[src/rtl/bram_snapshot_pkg.sv]
// Shared constants for the BRAM snapshot capture engine: default widths and FSM encoding.
package bram_snapshot_pkg;

    localparam int unsigned DEF_DATA_WIDTH = 32;
    localparam int unsigned DEF_ADDR_WIDTH = 10;
    localparam int unsigned DEF_DEC_WIDTH  = 16;

    localparam logic [1:0] ST_IDLE    = 2'd0;
    localparam logic [1:0] ST_ARMED   = 2'd1;
    localparam logic [1:0] ST_CAPTURE = 2'd2;
    localparam logic [1:0] ST_DONE    = 2'd3;

endpackage

[src/rtl/bram_snapshot_if.sv]
// Control, sample and BRAM write-port bundle around the snapshot engine.
interface bram_snapshot_if #(
    parameter int unsigned DATA_WIDTH = 32,
    parameter int unsigned ADDR_WIDTH = 10,
    parameter int unsigned DEC_WIDTH  = 16
);
    logic                  arm;
    logic                  trig_sel;
    logic                  ext_trig;
    logic [DEC_WIDTH-1:0]  decimation;
    logic [ADDR_WIDTH-1:0] last_addr;
    logic [DATA_WIDTH-1:0] din;
    logic                  din_valid;
    logic [DATA_WIDTH-1:0] bram_din;
    logic [ADDR_WIDTH-1:0] bram_addr;
    logic                  bram_we;
    logic                  busy;
    logic                  done;
    logic [ADDR_WIDTH:0]   wr_count;

    // Register block / sample source side
    modport master (
        output arm, trig_sel, ext_trig, decimation, last_addr, din, din_valid,
        input  bram_din, bram_addr, bram_we, busy, done, wr_count
    );

    // Capture engine side
    modport slave (
        input  arm, trig_sel, ext_trig, decimation, last_addr, din, din_valid,
        output bram_din, bram_addr, bram_we, busy, done, wr_count
    );
endinterface

[src/rtl/bram_snapshot_edge_detect.sv]
// Rising-edge detector with its own registered delay of the input level.
module bram_snapshot_edge_detect (
    input  logic clk,
    input  logic rst,
    input  logic sig_i,
    output logic rise_c
);
    logic sig_q;

    always_ff @(posedge clk or posedge rst) begin
        if (rst) sig_q <= 1'b0;
        else     sig_q <= sig_i;
    end

    assign rise_c = sig_i & ~sig_q;
endmodule

[src/rtl/bram_snapshot.sv]
// Armed/triggered burst capture of decimated samples into the fabric-side BRAM write port.
module bram_snapshot
    import bram_snapshot_pkg::*;
#(
    parameter int unsigned DATA_WIDTH = DEF_DATA_WIDTH,
    parameter int unsigned ADDR_WIDTH = DEF_ADDR_WIDTH,
    parameter int unsigned DEC_WIDTH  = DEF_DEC_WIDTH
) (
    input  logic          fpga_clk,
    input  logic          rst,
    bram_snapshot_if.slave bus
);
    localparam int unsigned CNT_WIDTH = ADDR_WIDTH + 1;

    logic [1:0]            state_q,     state_d;
    logic [ADDR_WIDTH-1:0] wr_ptr_q,    wr_ptr_d;
    logic [CNT_WIDTH-1:0]  wr_count_q,  wr_count_d;
    logic [DEC_WIDTH-1:0]  dec_cnt_q,   dec_cnt_d;
    logic [DATA_WIDTH-1:0] bram_din_q,  bram_din_d;
    logic [ADDR_WIDTH-1:0] bram_addr_q, bram_addr_d;
    logic                  bram_we_q,   bram_we_d;
    logic                  busy_q,      busy_d;
    logic                  done_q,      done_d;
    logic                  trig_rise_c;

    bram_snapshot_edge_detect u_trig_edge (
        .clk    (fpga_clk),
        .rst    (rst),
        .sig_i  (bus.ext_trig),
        .rise_c (trig_rise_c)
    );

    always_ff @(posedge fpga_clk or posedge rst) begin
        if (rst) begin
            state_q     <= ST_IDLE;
            wr_ptr_q    <= '0;
            wr_count_q  <= '0;
            dec_cnt_q   <= '0;
            bram_din_q  <= '0;
            bram_addr_q <= '0;
            bram_we_q   <= 1'b0;
            busy_q      <= 1'b0;
            done_q      <= 1'b0;
        end else begin
            state_q     <= state_d;
            wr_ptr_q    <= wr_ptr_d;
            wr_count_q  <= wr_count_d;
            dec_cnt_q   <= dec_cnt_d;
            bram_din_q  <= bram_din_d;
            bram_addr_q <= bram_addr_d;
            bram_we_q   <= bram_we_d;
            busy_q      <= busy_d;
            done_q      <= done_d;
        end
    end

    // arm wins over everything, so a trigger edge coincident with arm is never seen
    always_comb begin
        state_d     = state_q;
        wr_ptr_d    = wr_ptr_q;
        wr_count_d  = wr_count_q;
        dec_cnt_d   = dec_cnt_q;
        bram_din_d  = bram_din_q;
        bram_addr_d = bram_addr_q;
        bram_we_d   = 1'b0;
        done_d      = done_q;

        if (bus.arm) begin
            state_d    = ST_ARMED;
            wr_ptr_d   = '0;
            wr_count_d = '0;
            dec_cnt_d  = '0;
            done_d     = 1'b0;
        end else begin
            case (state_q)
                ST_ARMED: begin
                    if (!bus.trig_sel || trig_rise_c) begin
                        state_d    = ST_CAPTURE;
                        wr_ptr_d   = '0;
                        wr_count_d = '0;
                        dec_cnt_d  = '0;
                    end
                end
                ST_CAPTURE: begin
                    if (bus.din_valid) begin
                        if (dec_cnt_q == '0) begin
                            bram_we_d   = 1'b1;
                            bram_addr_d = wr_ptr_q;
                            bram_din_d  = bus.din;
                            wr_ptr_d    = wr_ptr_q + ADDR_WIDTH'(1);
                            wr_count_d  = wr_count_q + CNT_WIDTH'(1);
                            dec_cnt_d   = bus.decimation;
                            if (wr_ptr_q == bus.last_addr) begin
                                state_d = ST_DONE;
                                done_d  = 1'b1;
                            end
                        end else begin
                            dec_cnt_d = dec_cnt_q - DEC_WIDTH'(1);
                        end
                    end
                end
                default: ;
            endcase
        end

        busy_d = (state_d == ST_ARMED) || (state_d == ST_CAPTURE);
    end

    assign bus.bram_din  = bram_din_q;
    assign bus.bram_addr = bram_addr_q;
    assign bus.bram_we   = bram_we_q;
    assign bus.busy      = busy_q;
    assign bus.done      = done_q;
    assign bus.wr_count  = wr_count_q;
endmodule
[src/flat_wrapper.sv]
// flat-port wrapper written by rule: the top's interface ports become plain ports
module bram_snapshot_flat import bram_snapshot_pkg::*;
#(
    parameter int unsigned DATA_WIDTH = DEF_DATA_WIDTH,
    parameter int unsigned ADDR_WIDTH = DEF_ADDR_WIDTH,
    parameter int unsigned DEC_WIDTH  = DEF_DEC_WIDTH
)
  (fpga_clk, rst, bus_arm, bus_trig_sel, bus_ext_trig, bus_decimation, bus_last_addr, bus_din, bus_din_valid, bus_bram_din, bus_bram_addr, bus_bram_we, bus_busy, bus_done, bus_wr_count);
  bram_snapshot_if #(.DATA_WIDTH(DATA_WIDTH), .ADDR_WIDTH(ADDR_WIDTH), .DEC_WIDTH(DEC_WIDTH)) bus_i ();
  input  logic fpga_clk;
  input  logic rst;
  input wire logic [$bits(bus_i.arm)-1:0] bus_arm;
  input wire logic [$bits(bus_i.trig_sel)-1:0] bus_trig_sel;
  input wire logic [$bits(bus_i.ext_trig)-1:0] bus_ext_trig;
  input wire logic [$bits(bus_i.decimation)-1:0] bus_decimation;
  input wire logic [$bits(bus_i.last_addr)-1:0] bus_last_addr;
  input wire logic [$bits(bus_i.din)-1:0] bus_din;
  input wire logic [$bits(bus_i.din_valid)-1:0] bus_din_valid;
  output wire logic [$bits(bus_i.bram_din)-1:0] bus_bram_din;
  output wire logic [$bits(bus_i.bram_addr)-1:0] bus_bram_addr;
  output wire logic [$bits(bus_i.bram_we)-1:0] bus_bram_we;
  output wire logic [$bits(bus_i.busy)-1:0] bus_busy;
  output wire logic [$bits(bus_i.done)-1:0] bus_done;
  output wire logic [$bits(bus_i.wr_count)-1:0] bus_wr_count;
  assign bus_i.arm = bus_arm;
  assign bus_i.trig_sel = bus_trig_sel;
  assign bus_i.ext_trig = bus_ext_trig;
  assign bus_i.decimation = bus_decimation;
  assign bus_i.last_addr = bus_last_addr;
  assign bus_i.din = bus_din;
  assign bus_i.din_valid = bus_din_valid;
  assign bus_bram_din = bus_i.bram_din;
  assign bus_bram_addr = bus_i.bram_addr;
  assign bus_bram_we = bus_i.bram_we;
  assign bus_busy = bus_i.busy;
  assign bus_done = bus_i.done;
  assign bus_wr_count = bus_i.wr_count;
  bram_snapshot #(.DATA_WIDTH(DATA_WIDTH), .ADDR_WIDTH(ADDR_WIDTH), .DEC_WIDTH(DEC_WIDTH)) u_core (.fpga_clk(fpga_clk), .rst(rst), .bus(bus_i));
endmodule
[config.mk]
export PLATFORM = sky130hd
export DESIGN_NAME = bram_snapshot_flat
export DESIGN_NICKNAME = d
export VERILOG_FILES = /design/src/rtl/bram_snapshot_pkg.sv /design/src/rtl/bram_snapshot_if.sv /design/src/rtl/bram_snapshot_edge_detect.sv /design/src/rtl/bram_snapshot.sv /design/src/flat_wrapper.sv
export SDC_FILE = /design/constraint.sdc
export NUM_CORES = 1
export LEC_CHECK = 0
export BUFFER_PORTS_ARGS = -buffer_cell sky130_fd_sc_hd__buf_4
export CAP_MARGIN = 25
export CORE_MARGIN = 4
export CORE_UTILIZATION = 55
export CTS_BUF_LIST = sky130_fd_sc_hd__clkbuf_8
export CTS_CLUSTER_SIZE = 40
export DETAILED_ROUTE_END_ITERATION = 12
export PLACE_DENSITY = 0.83
export SLEW_MARGIN = 15
export SYNTH_ARGS = -nofsm -noshare
export SYNTH_HDL_FRONTEND = slang
export SYNTH_SLANG_ARGS = --single-unit
[constraint.sdc]
create_clock -name fpga_clk -period 6.2 [get_ports fpga_clk]
set_input_delay 0 -clock fpga_clk [delete_from_list [all_inputs] [get_ports fpga_clk]]
set_output_delay 0 -clock fpga_clk [all_outputs]
set_load 0.01 [all_outputs]
==> reports/summary.txt, run 1 <==
DR vias/cell: 5.73
Startpoint types: flip-flop
Family with the most delay on the worst path: simple AND/OR/NAND/NOR gates
Post-DP HPWL: 8.26 mm
Final Max Slew Viols: 0
Hold_sp: bus_decimation[10]
PD cells: 304 mW/mm^2
Max_cap viols: 0
Critical Path RT: 6510 ps
CP Max Fanout: 46
Footprint of the multi-input gates: 0.00220 sq mm
Clk slew on worst S/H paths: 100 ps
Die Ht: 98.2 um
WL final: 12.9 mm
Ant diodes: 0
Worst slew margin: 38.5%
Fillers: 513
Synth async-reset ratio: 100%
Die width: 98.2 um
GPL Wtd Cong: 0.924
TritonCTS buffer count: 9
Setup TNS: 0 ps
Share of post-route cells with drive strength above 1: 24.4%
Commonest non-fill, non-tap cell in the layout: nand2_1
Status: completed
Clock root cell: clkbuf_8
Core area: 0.00781 sq mm
Largest net degree at the start of global routing: 86
Synthesized area per cell: 8.89 sq um
DR vias: 4429
CP Cell Sequence: inv_1 > ha_1 > nor4b_4 > and4_1 > nand3_2 > nor2_1 > mux2_2
CP max-delay cell: and4_1
Post-Route Utilization: 78.8%
Register area share after synthesis: 47.5%
Initial antenna violation count: 0
Final worst path period share: 58.5%
Antenna viol nets, final: 0
WS Path Type: flip-flop to flip-flop
Power Total: 1.87 mW
Syn nets: 575
Hold Path Class: input port to flip-flop
Top_reg_cell synth: dfrtp_1
Max incr delay on CP: 860 ps
R2r startpoint: u_core.dec_cnt_q[0]
FF+latch area: 0.00213 sq mm
Leading area contributor after synthesis: dfrtp_1
Crit path buf inv count: 1
Setup violators final: 0
I/O pin cnt: 120
Post-placement cell area: 0.00544 sq mm
Worst slew pin tran: 922 ps
Initial core utilization: 57.4%
Max Root-Sink Buffers: 2
VDD IR-drop max: 150 uV
Net count reported at finish: 737
TritonCTS clock tree: built
Unrepaired setup endpoints after global routing: false
DRC viols: 0
Share of the synthesized area in the top cell type: 47.5%
Nature of the critical path endpoint: flip-flop
#FFs+latches synth: 85
Setup bufs post-CTS: 0
Fin. Hold Viols: 0
Number of synthesized flops with an enable pin: 0
Fmax: 0.275 GHz
Synth Instances: 504
Clk sinks: 85
Post-CTS Resized: 0
Worst Setup SP: u_core.dec_cnt_q[0]
Gr usage total: 27.1%
Synth cell types: 56
Clock latency on the worst-skew pair: 360 ps
Post-route minimum period: 3630 ps
Leading cell types in the layout, fill and taps excluded: 141 x nand2_1, 124 x buf_4, 85 x dfrtp_1
Iteration-0 DRC Markers: 445
H-tree levels: 3
Row cnt: 32
Port bufs: 119
Synth area leaders: dfrtp_1 47%, nand2_1 12%, o21ai_0 3.7%, xnor2_1 3.3%, nor2_1 2.3%
Lkg Pwr: 2.97 nW
YS warnings: 0
Drt first pass iters: 5
Area Growth Syn to Fin: 37.4%
Die Area: 0.00965 sq mm
Post-Syn Area: 0.00448 sq mm
Total gr overflow: 0
Final instance area: 0.00615 sq mm
DR WL/cell: 16.7 um
Critical Path AT: 3940 ps
Post-CTS Hold Fix Bufs: 49
First-pass GRT wire length: 21.4 mm
Max Clock Skew: 12.7 ps
Vias in the first global route: 4280
per-stage QoR:
stage | setup WS [ps] | hold slack (ps) | cells
2_1_floorplan | 4010 | 31.4 | 504
3_3_place_gp | 2770 | 126 | 705
3_5_place_dp | 2650 | 129 | 706
4_1_cts | 2600 | 5.60 | 771
5_1_grt | 2270 | 48.4 | 773
6_report | 2570 | 25.2 | 773
per-layer routing:
| layer | vias up | GRT usage [%] | share of wire [%] |
|---|---|---|---|
| met2 | 222 | 45.2 | 49 |
| met1 | 2097 | 35.9 | 42 |
| met4 | 0 | 9.87 | 2.8 |
| met5 | - | 0 | 0 |
| li1 | 2072 | - | - |
| met3 | 38 | 4.36 | 6.7 |
flip-flops by register name, indices dropped and copies added, names as in the netlist:
signal / count
u_core.u_trig_edge.sig_q: 1
u_core.bus.bram_din: 32
u_core.bus.wr_count: 11
u_core.bus.busy: 1
u_core.state_q: 2
u_core.bus.bram_addr: 10
u_core.wr_ptr_q: 10
u_core.dec_cnt_q: 16
u_core.bus.done: 1
u_core.bus.bram_we: 1
logic make-up after synthesis:
| kind of cell | share of synthesized area [%] |
|---|---|
| AND/OR/NAND/NOR | 27.8 |
| AO/OA/AOI/OAI | 13.3 |
| flip-flops | 47.5 |
| buffers and inverters | 3.46 |
| XOR/XNOR | 3.32 |
| multiplexers | 2.63 |
| adder cells (fa/ha/maj) | 1.96 |
layout make-up:
| cell class | count | area share (%) |
|---|---|---|
| well taps | 102 | 2.07 |
| flip-flops and latches | 85 | 34.6 |
| clock buffers | 9 | 2.01 |
| repair buffers | 176 | 23.9 |
| clock inverters | 7 | 0.936 |
| multi-input cells | 382 | 35.7 |
| inverters | 12 | 0.753 |
final timing paths:
| path | endpoint | slack (ps) | cells past startpoint |
|---|---|---|---|
| max | u_core.bus.wr_count[0] | 2570 | 7 |
| min | u_core.dec_cnt_q[10] | 30 | 3 |
| max reg2reg | u_core.bus.wr_count[0] | 2570 | 7 |
| min reg2reg | u_core.bus.bram_din[19] | 470 | 2 |
| max in group asynchronous | u_core.wr_ptr_q[3] | 5380 | 5 |
| min in group asynchronous | u_core.dec_cnt_q[12] | 230 | 4 |
cell usage after synthesis (6+ instances only):
cell        n
nand2_1   141
dfrtp_1    85
o21ai_0    33
nor2_1     28
nand3_1    20
a21oi_1    17
clkbuf_1   17
xnor2_1    17
nor3_1     13
inv_1      12
nand4_1     9
buf_2       7
ha_1        7
mux2_2      6
nor4_1      6
worst min-delay path, cell delays in order:
cell and delay, ps:
buf_4 70, mux2_2 130, a32o_1 160
power by group:
group	switching, mW	internal, mW	leakage, nW
Combinational	0.445	0.333	1.74
Clock	0.223	0.151	0.0881
Sequential	0.0680	0.653	1.15
Total	0.736	1.14	2.97
(Power assumes the default switching activity.)
==> run 2: changes to the inputs <==
clock period = 3.4 ns   (was 6.2 ns; I/O delays follow)
==> reports/summary.txt, run 2 (synthesized netlist as in run 1, its figures left out) <==
Drt first pass iters: 6 (+1)
Max Root-Sink Buffers: 2 (unchanged)
Hold Path Class: input port to flip-flop
Core area: 0.00781 sq mm (unchanged)
GPL Wtd Cong: 0.878 (-5.0%)
CP Cell Sequence: inv_1 > ha_1 > nor4b_4 > nand4_2 > or4_1 > nand3_1 > o221a_1
Initial core utilization: 57.4% (unchanged)
Clk sinks: 85 (unchanged)
DR vias: 4480 (+1.2%)
CP max-delay cell: or4_1
Die Ht: 98.2 um (unchanged)
WL final: 13.1 mm (+1.5%)
CP Max Fanout: 13 (-72%)
Max_cap viols: 0 (unchanged)
Setup violators final: 0 (unchanged)
Vias in the first global route: 4480 (+4.7%)
Clock latency on the worst-skew pair: 360 ps (about the same)
Wl on met1: 5.29 mm (-1.9%)
Lkg Pwr: 2.99 nW (+0.40%)
Family with the most delay on the worst path: simple AND/OR/NAND/NOR gates
Max incr delay on CP: 670 ps (-190 ps)
Crit path buf inv count: 1 (unchanged)
Worst slew pin tran: 887 ps (-35.4 ps)
Share of post-route cells with drive strength above 1: 24.8% (+0.34 points)
Number of flip-flops in the largest register: 32 (unchanged)
Power Total: 3.46 mW (+85%)
Area Growth Syn to Fin: 37.6%
VDD IR-drop max: 247 uV (+65%)
Clk slew on worst S/H paths: 90 ps (about the same)
I/O pin cnt: 120 (unchanged)
DRC viols: 0 (unchanged)
Post-CTS Resized: 0 (unchanged)
Die width: 98.2 um (unchanged)
Wire length on met3: 1.00 mm (+16%)
Worst slew margin: 40.3% (+1.8 points)
Hold_ws: 13.9 ps (-11.3 ps)
Net count reported at finish: 740 (+0.41%)
Unrepaired setup endpoints after global routing: false
Setup bufs post-CTS: 0 (unchanged)
Antenna viol nets, final: 0 (unchanged)
Fin. Hold Viols: 0 (unchanged)
DR WL met2: 6.43 mm (+2.6%)
Startpoint types: flip-flop
Highest routed layer: met4
Commonest non-fill, non-tap cell in the layout: nand2_1
TritonCTS buffer count: 9 (unchanged)
PD cells: 562 mW/mm^2 (+85%)
Total gr overflow: 0 (unchanged)
Fmax: 0.400 GHz (+45%)
Clock root cell: clkbuf_8
Largest net degree at the start of global routing: 46 (-47%)
Post-DP HPWL: 8.57 mm (+3.8%)
Gr usage total: 27.1% (-0.037 points)
Nature of the critical path endpoint: flip-flop
H-tree levels: 3 (unchanged)
Ant diodes: 0 (unchanged)
Post-route minimum period: 2500 ps (-1130 ps)
Max Clock Skew: 13.8 ps (+1.04 ps)
Setup TNS: 0 ps (unchanged)
Final worst setup slack: 900 ps (-1670 ps)
DR WL/cell: 16.9 um (+1.1%)
Die Area: 0.00965 sq mm (unchanged)
WS Path Type: flip-flop to flip-flop
Initial antenna violation count: 0 (unchanged)
Row cnt: 32 (unchanged)
Final worst path period share: 73.5% (+15 points)
Leading cell types in the layout, fill and taps excluded: 141 x nand2_1, 130 x buf_4, 85 x dfrtp_1
DR vias/cell: 5.77 (+0.76%)
Dpl ws: 941 ps (-1710 ps)
TritonCTS clock tree: built
Critical Path RT: 3700 ps (-2810 ps)
Status: completed
Port bufs: 119 (unchanged)
Final Max Slew Viols: 0 (unchanged)
First-pass GRT wire length: 21.2 mm (-0.68%)
Critical Path AT: 2800 ps (-1140 ps)
Iteration-0 DRC Markers: 357 (-20%)
[run 2: layer usage]
metal | GRT usage, % | vias to the layer above
met2 | 47.2 | 232
met3 | 5.00 | 35
met4 | 9.98 | 0
met5 | 0 | -
met1 | 33.6 | 2131
li1 | - | 2082
[run 2: through the flow]
step	util [%]	instances	instance area [sq um]
after floorplan	-	504	4480
after global placement	70.1	711	5480
after detailed placement	70.1	711	5480
after CTS	78.9	776	6160
after global routing	78.9	776	6160
final	78.9	776	6160
[run 2: repair_timing]
item	4_1_cts	5_1_grt
hold buffers	49	0
endpoints found under the setup margin	0	0
hold endpoints to repair	95	0
[run 2: final cells by class]
cell class | count | area, sq um
Clock buffer | 9 | 124
Inverter | 12 | 46.3
Fill cell | 516 | 1640
Tap cell | 102 | 128
Timing Repair Buffer | 179 | 1470
Sequential cell | 85 | 2130
Clock inverter | 7 | 73.8
Multi-Input combinational cell | 382 | 2200
[run 2: worst register-to-register path, cell delays in order (launching register included)]
cell and delay [ps]:
dfrtp_1 410, inv_1 120, ha_1 170, nor4b_4 410, nand4_2 410, or4_1 670
nand3_1 110, o221a_1 160
[run 2: final timing paths]
path | start | end | cells after the start | slack, ps
min in group asynchronous | rst | u_core.bus.bram_din[8] | 3 | 300
worst max register to register | u_core.dec_cnt_q[1] | u_core.bus.busy | 7 | 900
worst min register to register | u_core.bus.bram_addr[7] | u_core.bus.bram_addr[7] | 2 | 470
max in group asynchronous | rst | u_core.dec_cnt_q[7] | 4 | 2300
worst max-delay path | u_core.dec_cnt_q[1] | u_core.bus.busy | 7 | 900
worst min-delay path | bus_decimation[9] | u_core.dec_cnt_q[9] | 4 | 10
[run 2: power by group]
| part | internal, mW | switching, mW | leakage [nW] | total (mW) |
|---|---|---|---|---|
| clock network | 0.342 | 0.383 | 0.0937 | 0.725 |
| logic | 0.615 | 0.818 | 1.74 | 1.43 |
| registers | 1.19 | 0.116 | 1.15 | 1.31 |
==> run 3: changes to the inputs <==
clock period = 2.4 ns   (was 3.4 ns; I/O delays follow)
==> reports/summary.txt, run 3 (synthesized netlist as in run 1, its figures left out) <==
DRC viols: 0 (unchanged)
Clk sinks: 85 (unchanged)
Clock latency on the worst-skew pair: 360 ps (about the same)
DR WL/cell: 16.6 um (-1.3%)
DR vias/cell: 5.67 (-1.7%)
Die width: 98.2 um (unchanged)
Setup violators final: 0 (unchanged)
Max_cap viols: 0 (unchanged)
Clock root cell: clkbuf_8
Ant diodes: 0 (unchanged)
Startpoint types: flip-flop
Setup bufs post-CTS: 0 (unchanged)
PD cells: 789 mW/mm^2 (+40%)
Critical Path AT: 2480 ps (-320 ps)
Iteration-0 DRC Markers: 283 (-21%)
Post-Route Utilization: 79.9% (+0.99 points)
Setup TNS: 0 ps (unchanged)
Total gr overflow: 0 (unchanged)
WS Path Type: flip-flop to flip-flop
Clock power frac: 19.4% (-1.5 points)
Footprint of the multi-input gates: 0.00220 sq mm (unchanged)
Gr usage total: 27.1% (about the same)
Number of flip-flops in the largest register: 32 (unchanged)
WL final: 13.1 mm (-0.19%)
Fin. Hold Viols: 0 (unchanged)
Row cnt: 32 (unchanged)
VDD IR-drop max: 419 uV (+70%)
Share of post-route cells with drive strength above 1: 25.9% (+1.1 points)
Vias in the first global route: 4397 (-1.9%)
R2R depth: 8 (+1)
TritonCTS clock tree: built
Sequential power share: 37.8% (about the same)
First-pass GRT wire length: 21.3 mm (+0.29%)
Final Max Slew Viols: 0 (unchanged)
Initial antenna violation count: 0 (unchanged)
Logic pwr share: 42.8% (+1.4 points)
Nature of the critical path endpoint: flip-flop
Fmax: 0.442 GHz (+10%)
Hold Path Class: input port to flip-flop
R2r startpoint: u_core.dec_cnt_q[0]
Core area: 0.00781 sq mm (unchanged)
Die Area: 0.00965 sq mm (unchanged)
End point of the critical path: u_core.wr_ptr_q[9]
Area Growth Syn to Fin: 39.4%
TritonCTS buffer count: 9 (unchanged)
Reg-to-reg slack, setup: 140 ps (-760 ps)
CP max-delay cell: a2111oi_2
Switching Share: 38.4% (+0.36 points)
DR vias: 4453 (-0.60%)
Max incr delay on CP: 480 ps (-190 ps)
Die Ht: 98.2 um (unchanged)
Post-route minimum period: 2260 ps (-236 ps)
Fillers: 511 (-0.97%)
Lkg Pwr: 3.02 nW (+1.3%)
Post-DP HPWL: 8.75 mm (+2.1%)
Commonest non-fill, non-tap cell in the layout: nand2_1
Hold_sp: bus_decimation[10]
GPL Wtd Cong: 0.887 (+1.0%)
H-tree levels: 3 (unchanged)
Leading cell types in the layout, fill and taps excluded: 141 x nand2_1, 137 x buf_4, 85 x dfrtp_1
Internal power: 3.04 mW (+41%)
P_sw: 1.89 mW (+44%)
Worst slew margin: 55.0% (+15 points)
Max Root-Sink Buffers: 2 (unchanged)
Clk slew on worst S/H paths: 90 ps (about the same)
Antenna viol nets, final: 0 (unchanged)
Worst slew pin tran: 674 ps (-213 ps)
Port bufs: 119 (unchanged)
Worst R2R End: u_core.wr_ptr_q[9]
Post-placement cell area: 0.00556 sq mm (+1.6%)
I/O pin cnt: 120 (unchanged)
Status: completed
Initial core utilization: 57.4% (unchanged)
Net count reported at finish: 749 (+1.2%)
Largest net degree at the start of global routing: 51 (+11%)
Final worst path period share: 94.3% (+21 points)
CP Max Fanout: 9 (-4)
Post-CTS Resized: 0 (unchanged)
Final instance area: 0.00624 sq mm (+1.3%)
Unrepaired setup endpoints after global routing: false
Max Clock Skew: 13.8 ps (+0.0144 ps)
CP Cell Sequence: inv_1 > ha_1 > nor4b_4 > buf_4 > nand4_4 > a2111oi_2 > xnor2_1 > nor2_1
Drt first pass iters: 6 (unchanged)
Worst Setup SP: u_core.dec_cnt_q[0]
FF+latch area: 0.00213 sq mm (unchanged)
Critical Path RT: 2620 ps (-1080 ps)
-- run 3: cell count changes in the layout (fill, tap and decap cells not counted) --
cell / change
buf_12: +2
bufinv_16: -1
clkinv_2: +1
inv_1: -1
buf_4: +7
clkbuf_8: +1
-- run 3: cell type report --
class	instances	share of cell area, %
inverters	12	0.742
clock inverters	6	0.722
clock buffers	10	2.21
flip-flops and latches	85	34.1
multi-input cells	382	35.2
well taps	102	2.04
repair buffers	188	25.0
-- run 3: critical path, delay by kind of cell, from the launching register on --
kind	cells	cell delay (ps)
AOI/OAI and AO/OA	1	480
xor gates and xnor gates	1	170
adders and majority gates	1	170
buffers and inverters	2	320
DFF	1	450
and+or+nand+nor	3	540
-- run 3: power groups by stage --
stage | Combinational, mW | Sequential [mW] | Clock (mW)
3_5_place_dp | 2.00 | 1.88 | 0
6_report | 2.11 | 1.86 | 0.957
5_1_grt | 2.30 | 1.89 | 1.03
3_3_place_gp | 1.96 | 1.86 | 0
2_1_floorplan | 1.08 | 1.97 | 0
4_1_cts | 2.07 | 1.85 | 0.964
-- run 3: layer usage --
layer  global-route usage [%]  up-vias  share of wire (%)
met5                        0        -                  0
met3                     5.86       26                7.2
met4                     9.56        0                1.7
met2                     45.7      203                 51
li1                         -     2091                  -
met1                     34.6     2133                 41
-- run 3: how the worst min path moves through the flow --
stage / depth (start not counted) / endpoint
finish: 3 / u_core.dec_cnt_q[10]
global route: 4 / u_core.dec_cnt_q[9]
CTS: 4 / u_core.state_q[1]
detailed placement: 2 / u_core.bus.bram_din[8]
global placement: 2 / u_core.bus.bram_din[8]
floorplan: 0 / u_core.u_trig_edge.sig_q
-- run 3: metrics by stage --
step	setup WS (ps)	hold WS [ps]	power [mW]	std cells
floorplan	207	31.4	3.05	504
global placement	260	112	3.82	719
detailed placement	189	126	3.88	719
CTS	152	28.4	4.88	784
global route	4.14	36.2	5.22	785
finish	136	31.0	4.93	785
-- run 3: timing repair --
item,in CTS,in global routing
hold buffers,49,0
endpoints found under the hold margin,87,0
endpoints found under the setup margin,0,0
